$ cat src/rtl/writeback_arbiter.sv
// Register-file write-port arbiter: ALU results vs in-order load returns.
// Ports: alu_*, ld_issue*, ld_* in; wr_e/a3/wd3, pc_we/pc_wd, busy_mask, err out.
module writeback_arbiter #(
  parameter int DEPTH = 4,
  parameter int W     = 32
) (
  input  logic         clk,
  input  logic         rst_n,
  input  logic         alu_valid,
  input  logic [3:0]   alu_rd,
  input  logic [W-1:0] alu_data,
  input  logic         ld_issue,
  input  logic [3:0]   ld_issue_rd,
  output logic         ld_issue_ready,
  input  logic         ld_valid,
  input  logic [W-1:0] ld_data,
  output logic         ld_ready,
  output logic         wr_e,
  output logic [3:0]   a3,
  output logic [W-1:0] wd3,
  output logic         pc_we,
  output logic [W-1:0] pc_wd,
  output logic [15:0]  busy_mask,
  output logic         err
);

  localparam int AW = $clog2(DEPTH);
  localparam int CW = AW + 1;
  localparam logic [CW-1:0] FULL = CW'(DEPTH);

  logic [3:0]    tag_mem [DEPTH];
  logic [W-1:0]  dat_mem [DEPTH];
  logic [AW-1:0] tag_wp;
  logic [AW-1:0] tag_rp;
  logic [AW-1:0] dat_wp;
  logic [AW-1:0] dat_rp;
  logic [CW-1:0] tag_cnt;
  logic [CW-1:0] dat_cnt;

  logic [1:0] pend   [16];
  logic [1:0] pend_n [16];

  logic tag_empty;
  logic tag_full;
  logic dat_empty;
  logic dat_full;
  logic tag_push;
  logic dat_push;
  logic ld_sel;
  logic orphan;
  logic bad_issue;
  logic waw;
  logic ovf;
  logic wb_any;

  logic [3:0]   tag_head;
  logic [W-1:0] dat_head;
  logic [3:0]   wb_rd;
  logic [W-1:0] wb_data;

  logic         wr_e_n;
  logic [3:0]   a3_n;
  logic [W-1:0] wd3_n;
  logic         pc_we_n;
  logic [W-1:0] pc_wd_n;

  assign tag_empty = tag_cnt == '0;
  assign dat_empty = dat_cnt == '0;
  assign tag_full  = tag_cnt == FULL;
  assign dat_full  = dat_cnt == FULL;

  assign ld_issue_ready = !tag_full;
  assign ld_ready       = !dat_full;

  assign tag_head = tag_mem[tag_rp];
  assign dat_head = dat_mem[dat_rp];

  assign tag_push  = ld_issue && !tag_full;
  assign bad_issue = ld_issue && tag_full;
  // A load write needs both a tag and its data; any ALU result wins.
  assign ld_sel    = !alu_valid && !tag_empty && !dat_empty;
  // Returned data with no outstanding issue has no destination: drop it.
  assign orphan    = ld_valid && tag_empty;
  assign dat_push  = ld_valid && !tag_empty && !dat_full;
  assign waw       = alu_valid && busy_mask[alu_rd];
  assign wb_any    = alu_valid || ld_sel;

  always_ff @(posedge clk) begin
    if (tag_push) tag_mem[tag_wp] <= ld_issue_rd;
    if (dat_push) dat_mem[dat_wp] <= ld_data;
  end

  always_ff @(posedge clk or negedge rst_n) begin
    if (!rst_n) begin
      tag_wp  <= '0;
      tag_rp  <= '0;
      tag_cnt <= '0;
      dat_wp  <= '0;
      dat_rp  <= '0;
      dat_cnt <= '0;
    end else begin
      if (tag_push) tag_wp <= tag_wp + AW'(1);
      if (ld_sel)   tag_rp <= tag_rp + AW'(1);
      if (dat_push) dat_wp <= dat_wp + AW'(1);
      if (ld_sel)   dat_rp <= dat_rp + AW'(1);
      if (tag_push && !ld_sel)      tag_cnt <= tag_cnt + CW'(1);
      else if (!tag_push && ld_sel) tag_cnt <= tag_cnt - CW'(1);
      if (dat_push && !ld_sel)      dat_cnt <= dat_cnt + CW'(1);
      else if (!dat_push && ld_sel) dat_cnt <= dat_cnt - CW'(1);
    end
  end

  // Writeback is applied before issue, so same-rd issue+writeback nets to
  // zero and a full counter saturates instead of wrapping.
  always_comb begin
    ovf = 1'b0;
    for (int r = 0; r < 16; r++) begin
      pend_n[r] = pend[r];
      if (ld_sel && tag_head == 4'(r) && pend[r] != 2'd0)
        pend_n[r] = pend[r] - 2'd1;
      if (tag_push && ld_issue_rd == 4'(r)) begin
        if (pend_n[r] == 2'd3) ovf = 1'b1;
        else pend_n[r] = pend_n[r] + 2'd1;
      end
      busy_mask[r] = pend[r] != 2'd0;
    end
  end

  always_ff @(posedge clk or negedge rst_n) begin
    if (!rst_n) begin
      for (int r = 0; r < 16; r++) pend[r] <= 2'd0;
    end else begin
      for (int r = 0; r < 16; r++) pend[r] <= pend_n[r];
    end
  end

  always_comb begin
    wb_rd   = '0;
    wb_data = '0;
    wr_e_n  = 1'b0;
    a3_n    = '0;
    wd3_n   = '0;
    pc_we_n = 1'b0;
    pc_wd_n = '0;
    unique case (1'b1)
      alu_valid: begin
        wb_rd   = alu_rd;
        wb_data = alu_data;
      end
      ld_sel: begin
        wb_rd   = tag_head;
        wb_data = dat_head;
      end
      default: ;
    endcase
    // r15 is the PC: redirect instead of writing the register file.
    if (wb_any) begin
      if (wb_rd == 4'hf) begin
        pc_we_n = 1'b1;
        pc_wd_n = wb_data;
      end else begin
        wr_e_n = 1'b1;
        a3_n   = wb_rd;
        wd3_n  = wb_data;
      end
    end
  end

  always_ff @(posedge clk or negedge rst_n) begin
    if (!rst_n) begin
      wr_e  <= 1'b0;
      a3    <= '0;
      wd3   <= '0;
      pc_we <= 1'b0;
      pc_wd <= '0;
      err   <= 1'b0;
    end else begin
      wr_e  <= wr_e_n;
      a3    <= a3_n;
      wd3   <= wd3_n;
      pc_we <= pc_we_n;
      pc_wd <= pc_wd_n;
      err   <= err | waw | bad_issue | orphan | ovf;
    end
  end

endmodule

$ cat config.mk
export PLATFORM = sky130hd
export DESIGN_NAME = writeback_arbiter
export DESIGN_NICKNAME = d
export VERILOG_FILES = /design/src/rtl/writeback_arbiter.sv
export SDC_FILE = /design/constraint.sdc
export NUM_CORES = 1
export LEC_CHECK = 0
export CAP_MARGIN = 20
export CORE_ASPECT_RATIO = 0.6
export CORE_UTILIZATION = 30
export DETAILED_ROUTE_END_ITERATION = 7
export GPL_TIMING_DRIVEN = 1
export MAX_ROUTING_LAYER = met4
export SLEW_MARGIN = 5
export SYNTH_ARGS = -nofsm -noshare
export SYNTH_HDL_FRONTEND = slang
export SYNTH_SLANG_ARGS = --single-unit
$ cat constraint.sdc
create_clock -name clk -period 2.7 [get_ports clk]
set_input_delay 0.27 -clock clk [delete_from_list [all_inputs] [get_ports clk]]
set_output_delay 0.27 -clock clk [all_outputs]
set_load 0.02 [all_outputs]
# ---- Word-level counts from Yosys, hierarchy flattened
# Memories as Yosys holds them, arrays and structs flattened.
# Index checks and enable logic that the tools add are counted.
dict set report totals {
  n_memories 2
  ff_bits 117
  mem_bits_rw 144
  in_bits 77
}
# memory depth word_bits read_ports rd_clocked_by_memory_dff wr line_no
set memory_table {}
lappend memory_table {dat_mem 4 32 1 0 1 32} ;# logic [W-1:0] dat_mem [DEPTH];
lappend memory_table {tag_mem 4 4 1 0 1 31} ;# logic [3:0] tag_mem [DEPTH];
dict set report classes {
  mux 102
  addsub 40
  n_lt_le_gt_ge 1
  n_bitwise 4
  n_reduce_logical 91
  eq_ne 49
}
# op n
set ops {}
lappend ops {{$mux W32} 4}
lappend ops {{$mux W2} 48}
lappend ops {{$eq A4 B4 Y1 const B} 17}
lappend ops {{$pmux W32 S2} 1}
lappend ops {{$logic_and A1 B1 Y1} 60}
lappend ops {{$mux W1} 41}
lappend ops {{$add A2 B1 Y2 const B} 20}
lappend ops {{$reduce_bool A2 Y1} 18}
lappend ops {{$eq A2 B2 Y1 const B} 16}
lappend ops {{$eq A4 B3 Y1 const B} 8}
lappend ops {{$sub A2 B1 Y2 const B} 16}
lappend ops {{$eq A4 B2 Y1 const B} 4}
lappend ops {{$mux W3} 4}
lappend ops {{$eq A4 B1 Y1 const B} 2}
lappend ops {{$logic_not A1 Y1} 8}
lappend ops {{$logic_not A4 Y1} 2}
lappend ops {{$mux W4} 2}
lappend ops {{$pmux W4 S2} 1}
lappend ops {{$add A3 B1 Y3 const B} 2}
lappend ops {{$eq A3 B3 Y1 const B} 2}
lappend ops {{$logic_not A3 Y1} 2}
lappend ops {{$sub A3 B1 Y3 const B} 2}
lappend ops {{$lt A4 B5 Y1 const B} 1}
lappend ops {{$bmux W1 S4} 1}
lappend ops {{2 further kinds} 5}

# ---- Depth between registers and ports, before layout
# Gate-level depths: netlist of run 1.
dict set report depth {
  ltp_word 41
  mapped_depth 11
  depth_no_buf 9
}

# ---- Worst setup path after synthesis of run 1
# OpenSTA, ideal clock, no wires.
dict set report synth_timing {
  kind {reg2reg}
  from {reg tag_rp[0]}
  to {reg err}
  synth_period_minus_slack_ps 2619
  stages_incl_launch_ff 11
  required_time_ps 2564
  t_arrival_ps 2483
  path_buffers 3
  slack_ps 81
  path_cell_list {dfrtp_1 -> buf_6 -> mux4_2 -> buf_6 -> or2_4 -> or4_4 -> buf_6 -> nand3_2 -> a21oi_2 -> a2111oi_2 -> nand4_1}
}
dict set report synth_between {
  elab_chain_len 39
}
# element line_no
set synth_rtl {}
lappend synth_rtl {{from (decl)} 34} ;# logic [AW-1:0] tag_rp;
lappend synth_rtl {{from (signal assigned)} 103} ;# if (ld_sel) tag_rp <= tag_rp + AW'(1);
lappend synth_rtl {{$mem_v2 Z4 W4 *} -}
lappend synth_rtl {{$logic_not A4 Y1} 119} ;# if (ld_sel && tag_head == 4'(r) && pend[r] != 2'd0)
lappend synth_rtl {{$logic_and A1 B1 Y1 (2 in series)} 119}
lappend synth_rtl {{$mux W2} 119}
lappend synth_rtl {{$eq A2 B2 Y1} 122} ;# if (pend_n[r] == 2'd3) ovf = 1'b1;
lappend synth_rtl {{$mux W1} 122}
lappend synth_rtl {{$mux W1} 121} ;# if (tag_push && ld_issue_rd == 4'(r)) begin
lappend synth_rtl {{$mux W1} 122}
lappend synth_rtl {{(+22 left out)} -}
lappend synth_rtl {{$mux W1} 121}
lappend synth_rtl {{$mux W1} 122}
lappend synth_rtl {{$mux W1} 121}
lappend synth_rtl {{$mux W1} 122}
lappend synth_rtl {{$mux W1} 121}
lappend synth_rtl {{$mux W1} 122}
lappend synth_rtl {{$mux W1 *} 121}
lappend synth_rtl {{$or A1 B1 Y1 *} 183} ;# err <= err | waw | bad_issue | orphan | ovf;
lappend synth_rtl {{to (signal assigned)} 183}
lappend synth_rtl {{to (decl)} 24} ;# output logic err
# Every way passes the cells marked *; elsewhere a longest branch is shown, timed or not.
# A chain may end at the register's enable or synchronous reset.

# ---- Worst setup path after layout of run 1
# Same ends and word-level chain as after synthesis.

==> key figures, run 1 <==
Synthesis
  – Count leader, synth: edfxtp_1
  – Synth Net Count: 945
  – Cells after synthesis: 840
  – Yosys reg bits: 261
  – Synth unique cells: 61
  – Cell taking the most area after synthesis: edfxtp_1
  – Syn avg cell area: 13.6 µm²
  – Async SR Flop Fraction: 0.448
  – Post-synthesis sequential area ratio: 0.635
  – Number of flops mapped to enable cells by yosys: 144
  – Commonest cells in the netlist: 144 x edfxtp_1, 117 x dfrtp_1, 93 x nor2_1, 62 x inv_1, 40 x mux4_2
  – Dominant synthesized flop cell: edfxtp_1
  – Synth top area share: 0.379
  – Syn. warnings: 0
  – Synth area leaders: edfxtp_1 38%, dfrtp_1 26%, mux4_2 7.9%
  – Post-Synthesis Cell Area: 11400 µm²

Timing
  – Final Max Slew Viols: 0
  – RSZ-0062 raised after global routing: yes
  – Final critical-path required period: 2.77 ns
  – Final WS setup: -0.0677 ns
  – Fmax: 0.361 GHz
  – Final setup vio count: 1
  – Period utilization: 1.03
  – Final hold viol count: 0
  – Clk_skew: 0.0183 ns
  – Actual slew at the worst max-slew pin: 0.725 ns
  – Slew headroom: 0.516
  – Total Negative Setup Slacks: -0.0677 ns

Run
  – Maxcap violations: 0

Drt
  – Routed len/inst: 19.5 µm
  – WL final: 31.1 mm
  – DRC: 0
  – ANT nets after route: 0
  – Vias/cell: 4.85
  – Drt first pass iters: 5
  – Via count: 7758
  – 1st-iter DRT viols: 625

Final layout
  – FF+latch area: 7260 µm²
  – Fillers: 3416
  – Final Cell Area: 15200 µm²
  – Area Overhead vs Synth: 32.8%
  – Layout cells sized above 1: 0.183
  – Footprint of the multi-input gates: 3800 µm²
  – Post-layout nets: 1174

Clock network
  – Clock transition at path regs: 0.06 ns
  – Sink Count: 261
  – CTS tree: yes
  – Clock root buffer: clkbuf_16
  – H-tree lvl count: 1
  – Cts bufs inserted: 27
  – Clk Latency, worst-skew pair: 0.55 ns
  – CTS Buffer Depth: 3

Floorplanning
  – Die Width: 254 µm
  – Row count: 54
  – Io pins: 166
  – Die height: 153 µm
  – Core outline area: 36900 µm²
  – Die ar.: 38900 µm²
  – Starting density of the core: 0.309

Critical path
  – CP Class: flip-flop to flip-flop
  – Critical path startpoint category: flip-flop
  – Setup crit end kind: flip-flop
  – Max FO, Critical Path: 5
  – Req. time, crit path: 3.11 ns
  – Crit path DAT: 3.17 ns

Global route
  – First-pass GRT wire length: 47.8 mm
  – Largest net degree at the start of global routing: 118
  – All-Layer GR Usage: 0.168
  – GRT Residual Overflow: 0
  – Initial antenna violation count: 4
  – Vias in the first global route: 7846

Min path
  – Min-Delay Path Class: input pin to flip-flop

Outcome
  – Failing checks: setup timing
  – Outcome: finished with violations

Power and ir drop
  – Max VDD drop: 0.000392 V
  – LEAKAGE: 5.85 nW
  – Pwr dens: 1070 nW/µm²

Placed design
  – DP Area: 14100 µm²
  – Global placer's final weighted congestion: 0.966
  – Detailed Place HPWL: 21.8 mm
  – Port Buf Inserts: 165
==> critical path, cell delays in order, from the launching register on <==
cell and delay, ns:
dfrtp_2 0.44, mux4_2 0.55, or2_4 0.30, or4_4 0.45
mux2i_2 0.19, o2111ai_2 0.16, a2111oi_2 0.26, buf_4 0.18
nand4_1 0.08
==> report_power, final <==
part           switching, mW  internal [mW]  total (mW)
clock                   1.61           2.21        3.82
combinational           3.47           3.00        6.47
sequential             0.596           5.32        5.91
==> logic make-up after synthesis <==
family | Yosys count | synth area share
AO/OA/AOI/OAI | 129 | 0.0811
flip-flops | 261 | 0.635
XOR/XNOR | 28 | 0.0215
AND/OR/NAND/NOR | 237 | 0.103
adder cells (fa/ha/maj) | 28 | 0.0320
multiplexers | 53 | 0.0910
buffers and inverters | 104 | 0.0365
==> metrics by stage <==
stage / worst slack, ns / hold WS (ns) / std cells / power [mW] / util
2_1_floorplan: 0.0809 / -0.0256 / 840 / 9.61 / -
3_3_place_gp: -0.107 / 0.442 / 1540 / 12.2 / 0.383
3_5_place_dp: -0.157 / 0.447 / 1540 / 12.3 / 0.383
4_1_cts: -0.0528 / 0.199 / 1592 / 16.3 / 0.409
5_1_grt: -0.123 / 0.224 / 1598 / 17.2 / 0.411
6_report: -0.0677 / 0.249 / 1599 / 16.2 / 0.411
==> routing by layer <==
metal | wire [µm] | vias up | track usage
met3 | 2660 | 50 | 0.0536
met5 | 0 | - | -
met4 | 743 | 0 | 0.0413
met1 | 14900 | 3867 | 0.244
met2 | 12800 | 252 | 0.222
li1 | - | 3589 | -
==> cell usage in the layout (no fill, tap or decap), drive strengths merged, types with 3 or more instances in the layout <==
cell             n
a22oi           33
nor3            24
diode            5
edfxtp         144
clkbuf          37
and2             5
mux4            40
inv             65
xor2             4
nor2            93
nand4            4
dfrtp          117
a21o             6
clkdlybuf4s50  163
or2              4
nand2b           5
mux2             6
mux2i            7
or3              9
a221o            6
buf             77
xnor2           24
o21ai           25
nand3           17
a21oi           14
clkinv           7
o2111ai          3
or4              9
nand2           38
o31ai            3
a211oi           6
and3            12
ha              26
o311ai           3
nor4             6
o221ai          10
clkinvlp         3
o211ai           8
==> flip-flops by register name, indices dropped and copies added, names as in the netlist, 2 cells and up <==
name and cells:
a3 4, dat_cnt 3, dat_mem 128, dat_rp 2
dat_wp 2, pc_wd 32, pend 32, tag_cnt 3
tag_mem 16, tag_rp 2, tag_wp 2, wd3 32
==> path summary, 6_finish.rpt <==
path / start / to / slack [ns] / cells past startpoint
worst max register to register: tag_rp[0] / err / -0.07 / 8
max in group asynchronous: rst_n / wd3[10] / 1.78 / 3
min in group asynchronous: rst_n / pend[10] / 0.34 / 3
worst max-delay path: tag_rp[0] / err / -0.07 / 8
worst min-delay path: alu_valid / wr_e / 0.25 / 4
worst min register to register: dat_cnt[2] / dat_cnt[2] / 0.53 / 1
==> repair_timing <==
| item | CTS | global route |
|---|---|---|
| setup buffers | 1 | 2 |
| hold endpoints to repair | 117 | 0 |
| cloned | 0 | 0 |
| pin swaps | 1 | 2 |
| hold buffers | 1 | 0 |
| endpoints found under the setup margin | 2 | 35 |
| resized for setup | 3 | 12 |
==> cell type report <==
type / instances / share of cell area
diodes: 5 / 0.000825
clock buffers: 37 / 0.0532
clock inverters: 13 / 0.00735
inverters: 63 / 0.0157
multi-input cells: 475 / 0.251
flip-flops and latches: 261 / 0.479
well taps: 504 / 0.0416
repair buffers: 241 / 0.152
Power figures use the tool's default switching activity.
==> run 2: changes to the inputs <==
--- a/config.mk
+++ b/config.mk
@@ -11,6 +11,7 @@
 export DETAILED_ROUTE_END_ITERATION = 7
 export GPL_TIMING_DRIVEN = 1
 export MAX_ROUTING_LAYER = met4
+export SETUP_SLACK_MARGIN = 0.5
 export SLEW_MARGIN = 5
 export SYNTH_ARGS = -nofsm -noshare
 export SYNTH_HDL_FRONTEND = slang
==> key figures, run 2 (same netlist as run 1, synthesis figures left out) <==
Critical path
  – Critical R2R Launch: tag_rp[0]
  – Critical path startpoint category: flip-flop
  – R2r endpoint: pend[28]
  – Max FO, Critical Path: 6 (+1)
  – FF-to-FF path depth: 11 (+3)
  – CP Class: flip-flop to flip-flop
  – Reg-to-reg slack, setup: -0.01 ns (+0.06 ns)
  – Crit path DAT: 3.16 ns (about the same)
  – Req. time, crit path: 3.15 ns (+0.04 ns)
  – Setup crit end kind: flip-flop

Timing
  – Slew headroom: 0.512 (-0.00432)
  – Final hold viol count: 0 (unchanged)
  – Total Negative Setup Slacks: -0.0104 ns (+0.0574 ns)
  – Actual slew at the worst max-slew pin: 0.726 ns (+0.000886 ns)
  – Fmax: 0.369 GHz (+2.1%)
  – RSZ-0062 raised after global routing: yes
  – Final Max Slew Viols: 0 (unchanged)
  – Final setup vio count: 1 (unchanged)
  – Clk_skew: 0.0175 ns (-0.000813 ns)
  – Final critical-path required period: 2.71 ns (-0.0574 ns)
  – Period utilization: 1.00 (-0.0212)
  – Final WS setup: -0.0104 ns (+0.0574 ns)

Floorplanning
  – Die height: 153 µm (unchanged)
  – Core outline area: 36900 µm² (unchanged)
  – Die ar.: 38900 µm² (unchanged)
  – Row count: 54 (unchanged)
  – Starting density of the core: 0.309 (unchanged)
  – Io pins: 166 (unchanged)
  – Die Width: 254 µm (unchanged)

Drt
  – Vias/cell: 5.03 (+3.6%)
  – Via count: 8258 (+6.4%)
  – ANT nets after route: 0 (unchanged)
  – Drt first pass iters: 5 (unchanged)
  – DRC: 0 (unchanged)
  – WL final: 35.3 mm (+14%)
  – 1st-iter DRT viols: 684 (+9.4%)
  – Routed len/inst: 21.5 µm (+10%)

Clock network
  – CTS tree: yes
  – Clock transition at path regs: 0.07 ns (about the same)
  – H-tree lvl count: 1 (unchanged)
  – CTS Buffer Depth: 3 (unchanged)
  – Sink Count: 261 (unchanged)
  – Cts bufs inserted: 27 (unchanged)
  – Clock root buffer: clkbuf_16
  – Clk Latency, worst-skew pair: 0.56 ns (about the same)

Final layout
  – Footprint of the multi-input gates: 4830 µm² (+27%)
  – Final Cell Area: 17000 µm² (+12%)
  – Layout cells sized above 1: 0.347 (+0.165)
  – Post-layout nets: 1221 (+4.0%)
  – Number of flip-flops under the largest register name: 128 (unchanged)
  – Most frequent cells in the layout: 145 x clkdlybuf4s50_1, 144 x edfxtp_1, 111 x dfrtp_1, 65 x nor2_4, 57 x inv_1
  – FF+latch area: 7260 µm² (about the same)
  – Area Overhead vs Synth: 48.8%
  – Biggest register: dat_mem
  – Fillers: 3317 (-2.9%)
  – Commonest non-fill, non-tap cell in the layout: clkdlybuf4s50_1
  – Final core occ: 0.460 (+0.0494)

Outcome
  – Failing checks: setup timing
  – Outcome: finished with violations

Global route
  – GRT Residual Overflow: 0 (unchanged)
  – Largest net degree at the start of global routing: 72 (-39%)
  – First-pass GRT wire length: 50.4 mm (+5.4%)
  – All-Layer GR Usage: 0.179 (+0.0118)
  – Vias in the first global route: 8079 (+3.0%)
  – Initial antenna violation count: 2 (-2)

Placed design
  – Dpl ws: -0.176 ns (-0.0186 ns)
  – DP Area: 14100 µm² (about the same)
  – Port Buf Inserts: 165 (unchanged)
  – Detailed Place HPWL: 22.1 mm (+1.1%)
  – Global placer's final weighted congestion: 0.898 (-7.0%)

Run
  – Maxcap violations: 0 (unchanged)

Power and ir drop
  – Max VDD drop: 0.000463 V (+18%)
  – Pwr dens: 1070 nW/µm² (about the same)
  – LEAKAGE: 6.46 nW (+10%)

Min path
  – Min-Delay Path Class: input pin to flip-flop
  – Worst hold stages: 3 (-1)
  – Hold Path Sink: wr_e
  – Hold Path Origin: alu_valid
==> run 2: worst max-delay path by stage <==
stage | start | to | slack [ns] | cells past startpoint
6_report | tag_rp[0] | pend[28] | -0.01 | 11
5_1_grt | tag_rp[0] | err | -0.11 | 7
4_1_cts | tag_rp[0] | err | 0.1 | 8
3_5_place_dp | tag_rp[0] | err | -0.18 | 9
3_3_place_gp | tag_rp[0] | err | -0.08 | 9
2_1_floorplan | tag_rp[0] | err | 0.09 | 10
==> run 2: layout make-up <==
class	instances	share of cell area
Antenna cell	2	0.000295
Clock buffer	32	0.0415
Clock inverter	18	0.0116
Inverter	63	0.0171
Multi-Input combinational cell	475	0.284
Sequential cell	261	0.427
Tap cell	504	0.0371
Timing Repair Buffer	288	0.181
==> run 2: per-layer routing <==
metal	track usage	up-vias	part of all wire
li1	-	3696	-
met1	0.269	4214	0.48
met2	0.247	290	0.43
met3	0.0381	58	0.066
met4	0.0359	0	0.018
met5	-	-	0
==> run 2: timing repair <==
action,in CTS,in global routing
cloned,7,3
buffers inserted,34,17
pin swaps,29,36
endpoints found under the setup margin,123,109
hold buffers,1,0
gates resized for setup,123,222
hold endpoints to repair,117,0
==> run 2: metrics by stage <==
step,hold WS (ns),power [mW],instances
CTS,0.100,17.1,1621
global route,0.117,19.1,1643
detailed placement,0.326,12.4,1529
finish,0.107,18.2,1643
global placement,0.332,12.3,1529
floorplan,-0.0256,9.70,840
==> run 2: worst max-delay path, stage by stage (launching register included) <==
cell	delay, ns
dfrtp_2	0.44
mux4_2	0.56
buf_6	0.15
buf_6	0.10
buf_6	0.10
buf_6	0.12
or2_4	0.27
buf_6	0.13
or3_4	0.36
nor3_2	0.16
a211oi_1	0.07
a21o_1	0.15
==> run 2: power breakdown <==
group	switching, mW	leakage, nW	internal, mW	total (mW)
clock	1.67	0.439	2.18	3.85
combinational	4.33	3.24	3.95	8.28
sequential	0.703	2.78	5.32	6.02
